**src/rtl/apb_req_master.sv**
```systemverilog
// APB initiator: one valid/ready request at a time becomes one APB SETUP/ACCESS transfer,
// and its outcome is returned on a held valid/ready response channel.
module apb_req_master #(
    parameter int unsigned APB_ADDR_WIDTH = 32,
    parameter int unsigned APB_DATA_WIDTH = 32,
    parameter int unsigned TIMEOUT_CYCLES = 256
) (
    input  logic                      clk_i,
    input  logic                      rst_ni,
    input  logic                      req_valid_i,
    output logic                      req_ready_o,
    input  logic                      req_write_i,
    input  logic [APB_ADDR_WIDTH-1:0] req_addr_i,
    input  logic [APB_DATA_WIDTH-1:0] req_wdata_i,
    output logic                      rsp_valid_o,
    input  logic                      rsp_ready_i,
    output logic [APB_DATA_WIDTH-1:0] rsp_rdata_o,
    output logic                      rsp_err_o,
    output logic [APB_ADDR_WIDTH-1:0] paddr_o,
    output logic [APB_DATA_WIDTH-1:0] pwdata_o,
    output logic                      pwrite_o,
    output logic                      psel_o,
    output logic                      penable_o,
    input  logic [APB_DATA_WIDTH-1:0] prdata_i,
    input  logic                      pready_i,
    input  logic                      pslverr_i
);
    localparam int unsigned CW = (TIMEOUT_CYCLES > 0) ? $clog2(TIMEOUT_CYCLES + 1) : 1;
    // Counter value seen during the last ACCESS cycle allowed before timing out.
    localparam logic [CW-1:0] CNT_LAST = (TIMEOUT_CYCLES > 0) ? CW'(TIMEOUT_CYCLES - 1) : '0;
    localparam logic [CW-1:0] CNT_MAX  = '1;

    typedef enum logic [1:0] {IDLE, SETUP, ACCESS, RESP} state_e;

    state_e                    state_q, state_d;
    logic                      req_ready_q, req_ready_d;
    logic                      psel_q, psel_d;
    logic                      penable_q, penable_d;
    logic                      pwrite_q, pwrite_d;
    logic [APB_ADDR_WIDTH-1:0] paddr_q, paddr_d;
    logic [APB_DATA_WIDTH-1:0] pwdata_q, pwdata_d;
    logic                      rsp_valid_q, rsp_valid_d;
    logic [APB_DATA_WIDTH-1:0] rsp_rdata_q, rsp_rdata_d;
    logic                      rsp_err_q, rsp_err_d;
    logic [CW-1:0]             cnt_q, cnt_d;

    always_comb begin
        state_d     = state_q;
        req_ready_d = req_ready_q;
        psel_d      = psel_q;
        penable_d   = penable_q;
        pwrite_d    = pwrite_q;
        paddr_d     = paddr_q;
        pwdata_d    = pwdata_q;
        rsp_valid_d = rsp_valid_q;
        rsp_rdata_d = rsp_rdata_q;
        rsp_err_d   = rsp_err_q;
        cnt_d       = cnt_q;
        case (state_q)
            IDLE: begin
                if (req_valid_i) begin
                    state_d     = SETUP;
                    req_ready_d = 1'b0;
                    psel_d      = 1'b1;
                    pwrite_d    = req_write_i;
                    paddr_d     = req_addr_i;
                    pwdata_d    = req_wdata_i;
                    cnt_d       = '0;
                end
            end
            SETUP: begin
                state_d   = ACCESS;
                penable_d = 1'b1;
            end
            ACCESS: begin
                // A ready slave always wins over a timeout landing in the same cycle.
                if (pready_i || (TIMEOUT_CYCLES != 0 && cnt_q == CNT_LAST)) begin
                    state_d     = RESP;
                    psel_d      = 1'b0;
                    penable_d   = 1'b0;
                    rsp_valid_d = 1'b1;
                    rsp_err_d   = pready_i ? pslverr_i : 1'b1;
                    rsp_rdata_d = (pready_i && !pwrite_q) ? prdata_i : '0;
                end else if (cnt_q != CNT_MAX) begin
                    cnt_d = cnt_q + 1'b1;
                end
            end
            RESP: begin
                if (rsp_ready_i) begin
                    state_d     = IDLE;
                    rsp_valid_d = 1'b0;
                    req_ready_d = 1'b1;
                end
            end
            default: state_d = IDLE;
        endcase
    end

    always_ff @(posedge clk_i or negedge rst_ni) begin
        if (!rst_ni) begin
            state_q     <= IDLE;
            req_ready_q <= 1'b1;
            psel_q      <= 1'b0;
            penable_q   <= 1'b0;
            pwrite_q    <= 1'b0;
            paddr_q     <= '0;
            pwdata_q    <= '0;
            rsp_valid_q <= 1'b0;
            rsp_rdata_q <= '0;
            rsp_err_q   <= 1'b0;
            cnt_q       <= '0;
        end else begin
            state_q     <= state_d;
            req_ready_q <= req_ready_d;
            psel_q      <= psel_d;
            penable_q   <= penable_d;
            pwrite_q    <= pwrite_d;
            paddr_q     <= paddr_d;
            pwdata_q    <= pwdata_d;
            rsp_valid_q <= rsp_valid_d;
            rsp_rdata_q <= rsp_rdata_d;
            rsp_err_q   <= rsp_err_d;
            cnt_q       <= cnt_d;
        end
    end

    assign req_ready_o = req_ready_q;
    assign psel_o      = psel_q;
    assign penable_o   = penable_q;
    assign pwrite_o    = pwrite_q;
    assign paddr_o     = paddr_q;
    assign pwdata_o    = pwdata_q;
    assign rsp_valid_o = rsp_valid_q;
    assign rsp_rdata_o = rsp_rdata_q;
    assign rsp_err_o   = rsp_err_q;

endmodule

```
**config.mk**
```make
export PLATFORM = sky130hd
export DESIGN_NAME = apb_req_master
export DESIGN_NICKNAME = d
export VERILOG_FILES = /design/src/rtl/apb_req_master.sv
export SDC_FILE = /design/constraint.sdc
export NUM_CORES = 1
export LEC_CHECK = 0
export BUFFER_PORTS_ARGS = -buffer_cell sky130_fd_sc_hd__buf_2
export CORE_MARGIN = 4
export CORE_UTILIZATION = 50
export DETAILED_ROUTE_END_ITERATION = 10
export PLACE_DENSITY = 0.8
export SLEW_MARGIN = 20
export SYNTH_ARGS = -nofsm -noshare
export SYNTH_HDL_FRONTEND = slang
export SYNTH_SLANG_ARGS = --single-unit
export TNS_END_PERCENT = 5
```
**constraint.sdc**
```tcl
create_clock -name clk_i -period 4.4 [get_ports clk_i]
set_clock_uncertainty 0.05 [all_clocks]
set_input_delay 0.88 -clock clk_i [delete_from_list [all_inputs] [get_ports clk_i]]
set_output_delay 0.88 -clock clk_i [all_outputs]
set_load 0.05 [all_outputs]
```
Word-level counts from Yosys, hierarchy flattened
Cells that the tools add are included.

Div/mod/pow operators: 0. Reduce and logical (&&, ||, !) cells: 16. Mux-type cells: 20. Shifts and indexed selects: 0. Eq/ne operators: 10. $add $sub $neg: 1. Bitwise logic cells: 0. $mul: 0. $lt $le $gt $ge: 0.

Operator list (number): $mux W32 (1); $mux W9 (3); $pmux W9 S2 (1); $reduce_and A3 Y1 (4); $ne A2 B2 Y1 const B (5); $add A9 B1 Y9 const B (1); $eq A9 B8 Y1 const B (1); $ne A9 B9 Y1 const B (1); $pmux W1 S2 (4); $pmux W2 S4 (1); $reduce_bool A2 Y1 (4); $mux W1 (7); $mux W2 (3); $reduce_and A2 Y1 (3); $eq A2 B2 Y1 const B (2); $reduce_and A4 Y1 (1); $eq A2 B1 Y1 const B (1); $logic_not A2 Y1 (1); $logic_and A1 B1 Y1 (1); $logic_not A1 Y1 (1); $logic_or A1 B1 Y1 (1).

Bits in read-only memories: 0. Bits in latches: 0. Logic and storage cells: 58. Memories: 0. Output and inout port bits: 102. Register bits after elaboration: 113. Bits in writable memories: 0.

Longest topological paths before layout
Word-level depth: 4. Gate-level depth with buffers: 9. Depth with buffers taken out: 8.

Worst setup path before layout
OpenSTA, ideal clock, no wires.

Kind: flip-flop to flip-flop. Start point: register cnt_q[0]. End point: register cnt_q[7]. Setup slack: 1.951 ns. Data required time: 4.272 ns. Library setup time: 0.078 ns. Stages on the path, launching flop included: 10. Arrival time: 2.321 ns. Path through: dfrtp_1 > ha_1 > nand3_1 > nor2_1 > ha_1 > or4b_4 > a21o_1 > buf_6 > or4_1 > a21oi_1.

Word-level cells in the longest chain between the ends: 4.

RTL lines: start, declared (line 45) `logic [CW-1:0] cnt_q, cnt_d;`; start signal, assigned (line 123) `cnt_q <= cnt_d;`; $add A9 B1 Y9 / $eq A9 B8 Y1 (equally long branches) (line 85, 77); $mux W9 / $logic_or A1 B1 Y1 (equally long branches) (line 84, 77); $mux W9 / $ne A2 B2 Y1 (equally long branches); $pmux W9 S2 / $reduce_and A4 Y1 (equally long branches).

Parallel ways exist; a longest one is shown, timed or not. The select of a mux whose other input is x is not followed. A chain may end at the register's enable or synchronous reset.

Final worst setup path
Same ends and word-level chain as after synthesis.

==> impl_results.rst <==
.. list-table::
   :header-rows: 1

   * - Metric
     - Value
   * - Synthesized netlist cell count
     - ~370
   * - TritonCTS clock tree
     - yes
   * - Initial antenna violation count
     - 0
   * - Total overflow reported by the global router
     - 0
   * - Average via count per standard cell
     - 5.07
   * - Number of buffers created by CTS
     - 17
   * - Cell repeated most along the worst path
     - sky130_fd_sc_hd__ha_1
   * - Die ar.
     - 10,700 µm²
   * - Total via count after detailed routing
     - 3,540
   * - Number of global-route vias before repair
     - between 3,000 and 4,000
   * - Synthesized net count
     - roughly 480
   * - Primary flip-flop cell chosen by synthesis mapping
     - sky130_fd_sc_hd__dfrtp_1
   * - Max stage delay on crit path
     - 0.57 ns
   * - Buffer levels on the longest clock path
     - 2
   * - CTS Sinks
     - 113
   * - Number of gates on the worst path with buffers counted
     - 8
   * - Area taken by multi-input logic gates
     - 1620 µm²
   * - Yosys cell types
     - 24
   * - Syn Area/Cell
     - 12.2 µm²
   * - Total core area
     - around 9000 µm²
   * - Wire length of the first global-routing pass
     - 16,500 µm
   * - Endpoints failing setup
     - 0
   * - Port-buffer cells
     - 204
   * - Dpl hpwl
     - 7580 µm
   * - Main area contributors after synthesis
     - sky130_fd_sc_hd__dfrtp_1 62%, sky130_fd_sc_hd__mux2_2 16%, sky130_fd_sc_hd__nand2_1 6.1%
   * - Buffer cell driving the clock tree root
     - sky130_fd_sc_hd__clkbuf_8
   * - Number of fillers in the final layout
     - 633
   * - Path category of the worst min-delay check
     - reg2reg
   * - Portion of the clock cycle consumed by the worst path in the final layout
     - 0.597
   * - Row Count
     - 34
   * - Post-synthesis instance area
     - 4530 µm²
   * - Max-cap violations
     - 0
   * - Synth warn
     - 0
   * - PnR Total Power
     - just over 6 mW
   * - Post-CTS setup repair buffer count
     - 0
   * - Worst setup endpoint
     - cnt_q[7]
   * - Vertical extent of the die
     - 103 µm
   * - Instance count after placement with tap cells included
     - around 670
   * - RSZ-0062 raised after global routing
     - false
   * - Worst r2r path cells
     - 8
   * - Worst Path Buf+Inv
     - 0
   * - Synth top area share
     - 0.618
   * - Maximum number of pins on one net before global-route repair
     - 77
   * - Largest fanout on the critical path
     - 12
   * - Sequential cell area fraction in the yosys report
     - 0.624
   * - Sum of negative setup slack
     - 0 ns
   * - Endpoint of the lowest-slack register-to-register path
     - cnt_q[7]
   * - Worst-Skew Late Latency
     - 0.50 ns
   * - Count of placed standard cells in the final layout, fillers left out
     - 698
   * - Number of antenna repair diodes
     - 0
   * - Critical-path top delay cell
     - sky130_fd_sc_hd__or4b_4
   * - Req. time, crit path
     - 4.77 ns
   * - Worst setup path category
     - reg2reg
   * - Reg clk slew, reported paths
     - 0.06 ns
   * - Die boundary width
     - 103 µm
   * - Final worst path period need
     - 2.63 ns
   * - Synthesized flop and latch total
     - 113
   * - Static leakage
     - 3.21 nW
   * - Global Route Usage Sum
     - 0.203
   * - Count of instances resized after the clock tree is built
     - 0
   * - List of most frequent post-synthesis cells
     - 112 x sky130_fd_sc_hd__dfrtp_1, 74 x sky130_fd_sc_hd__nand2_1, 65 x sky130_fd_sc_hd__mux2_2
   * - VDD IR max
     - between 0.5 and 0.6 mV
   * - Worst setup path startpoint
     - cnt_q[0]
   * - Run status
     - complete, no violations
   * - Fraction of layout cells with a size suffix above 1
     - 0.524
   * - Final wirelength
     - 10,600 µm
   * - I/O pin count
     - 205
   * - Number of DRC violations after detailed-routing iteration 0
     - 74
   * - DRC violations left
     - 0
   * - Max-slew violation count
     - 0
   * - Routed wirelength normalized by instance count
     - 15.2 µm
   * - EDFF count, synth
     - 0
   * - Net count, final
     - 687
   * - Area leader, netlist
     - sky130_fd_sc_hd__dfrtp_1
   * - Power per Cell Area
     - 985 nW/µm²
   * - Max H-tree Level
     - 4
   * - Initial cell density of the core
     - 0.517
   * - Synthesis-to-finish area growth
     - 39.6%
   * - Gp weighted congestion
     - 0.762
   * - Cell with the most instances after synthesis
     - sky130_fd_sc_hd__dfrtp_1
   * - CP startpoint kind
     - flip-flop
   * - Reg-to-reg startpoint
     - cnt_q[0]
   * - Sort of element at the end of the critical path
     - flip-flop
   * - Fmax achieved
     - 0.381 GHz
   * - Actual slew at the worst max-slew pin
     - 0.924 ns
   * - Antenna Violating Nets Remaining
     - 0
   * - Final standard cell utilization of the core
     - 0.722
   * - Worst slew margin relative to its limit
     - 0.384
   * - Count of hold-fix buffers inserted at cts
     - 0
   * - Cell type group with the largest total delay on the critical path
     - simple AND/OR/NAND/NOR gates
   * - Data arrival time of the critical path
     - 3.00 ns
   * - Fraction of registers with async set/reset
     - 1.00
   * - Ordered list of cells on the worst path
     - ha_1, nand3_1, nor2_1, ha_1, or4b_4, a21o_1, or4_1, a21oi_1
   * - Hold violation total from the final report
     - 0
   * - Worst R2R Setup Slack
     - 1.77 ns
   * - Total area of sequential cells
     - about 2800 µm²
   * - Initial DRT Pass Iterations
     - 4
power by group:
part	internal [mW]	switching (mW)
clock	1.04	0.497
combinational	0.766	2.17
sequential	1.51	0.247
total	3.31	2.92
layout make-up:
class,instances,area share
Tap cell,108,0.0214
Timing Repair Buffer,207,0.165
Clock inverter,15,0.0402
Inverter,8,0.00475
Clock buffer,17,0.0655
Multi-Input combinational cell,230,0.256
Sequential cell,113,0.447
worst register-to-register path: stages, from the launching register on:
cell and delay [ns]:
sky130_fd_sc_hd__dfrtp_1 0.40, sky130_fd_sc_hd__ha_1 0.26, sky130_fd_sc_hd__nand3_1 0.10, sky130_fd_sc_hd__nor2_1 0.06, sky130_fd_sc_hd__ha_1 0.24, sky130_fd_sc_hd__or4b_4 0.58
sky130_fd_sc_hd__a21o_1 0.28, sky130_fd_sc_hd__or4_1 0.44, sky130_fd_sc_hd__a21oi_1 0.16
metrics by stage:
step	instance area [µm²]	hold slack [ns]	setup slack [ns]
after floorplan	4530	0.423	1.95
after global placement	5650	0.409	1.63
after detailed placement	5650	0.415	1.56
after CTS	6320	0.428	1.76
after global routing	6330	0.445	1.67
final	6330	0.423	1.77
per-layer routing:
layer | part of all wire | wire length [µm] | vias up | global-route usage
met3 | 0.11 | 1130 | 6 | 0.0892
met1 | 0.39 | 4100 | 1700 | 0.238
met4 | 0.0063 | 67 | 0 | 0.0697
met2 | 0.50 | 5310 | 157 | 0.333
li1 | - | - | 1677 | -
met5 | 0 | 0 | - | 0
cell families (layout without fill, tap and decap cells):
kind of cell,Yosys count,in the layout,synth area share
flip-flops,113,113,0.624
adder cells (fa/ha/maj),7,7,0.0193
multiplexers,68,68,0.168
buffers and inverters,28,247,0.0248
AO/OA/AOI/OAI,57,57,0.0701
AND/OR/NAND/NOR,95,95,0.0878
XOR/XNOR,3,3,0.00580
cells in the final DEF, fill, tap and decap left out:
| cell | netlist | layout |
|---|---|---|
| sky130_fd_sc_hd__bufinv_16 | 0 | 6 |
| sky130_fd_sc_hd__o21ai_0 | 39 | 38 |
| sky130_fd_sc_hd__a211oi_1 | 3 | 3 |
| sky130_fd_sc_hd__nand2_4 | 0 | 1 |
| sky130_fd_sc_hd__clkinv_4 | 0 | 4 |
| sky130_fd_sc_hd__clkinv_2 | 0 | 1 |
| sky130_fd_sc_hd__inv_6 | 0 | 3 |
| sky130_fd_sc_hd__o32a_1 | 1 | 1 |
| sky130_fd_sc_hd__or4b_4 | 1 | 1 |
| sky130_fd_sc_hd__clkbuf_8 | 0 | 1 |
| sky130_fd_sc_hd__nand4_1 | 1 | 1 |
| sky130_fd_sc_hd__nand3_1 | 4 | 4 |
| sky130_fd_sc_hd__o21ai_4 | 0 | 1 |
| sky130_fd_sc_hd__a22o_1 | 2 | 2 |
| sky130_fd_sc_hd__clkinvlp_4 | 0 | 1 |
| sky130_fd_sc_hd__nand2_1 | 74 | 73 |
| sky130_fd_sc_hd__xnor2_1 | 3 | 3 |
| sky130_fd_sc_hd__ha_1 | 7 | 7 |
| sky130_fd_sc_hd__dfrtp_1 | 112 | 112 |
| sky130_fd_sc_hd__a21oi_1 | 7 | 7 |
| sky130_fd_sc_hd__dfstp_2 | 1 | 1 |
| sky130_fd_sc_hd__nor2b_4 | 0 | 1 |
| sky130_fd_sc_hd__inv_1 | 8 | 8 |
| sky130_fd_sc_hd__clkbuf_16 | 0 | 16 |
| sky130_fd_sc_hd__nand2b_1 | 3 | 3 |
| sky130_fd_sc_hd__buf_4 | 0 | 4 |
| sky130_fd_sc_hd__nor2b_1 | 2 | 1 |
| sky130_fd_sc_hd__o31ai_1 | 3 | 3 |
| sky130_fd_sc_hd__or4_1 | 3 | 3 |
| sky130_fd_sc_hd__a21o_1 | 2 | 2 |
| sky130_fd_sc_hd__nor2_1 | 7 | 7 |
| sky130_fd_sc_hd__buf_2 | 0 | 203 |
| sky130_fd_sc_hd__mux2i_1 | 3 | 3 |
| sky130_fd_sc_hd__mux2_2 | 65 | 65 |
sequential cells by signal, indices dropped and copies added, names as in the netlist:
register	flops
cnt_q	9
paddr_o	32
penable_o	1
psel_o	1
pwdata_o	32
pwrite_o	1
req_ready_o	1
rsp_err_o	1
rsp_rdata_o	32
rsp_valid_o	1
state_q	2
how the worst min path moves through the flow:
stage	cells past startpoint	from	end
final	2	rsp_rdata_o[11]	rsp_rdata_o[11]
after global routing	2	rsp_rdata_o[6]	rsp_rdata_o[6]
after CTS	2	rsp_rdata_o[16]	rsp_rdata_o[16]
after detailed placement	2	rsp_rdata_o[16]	rsp_rdata_o[16]
after global placement	2	rsp_rdata_o[25]	rsp_rdata_o[25]
after floorplan	2	cnt_q[1]	cnt_q[1]
Note: power is estimated with default switching activity, not from simulation.
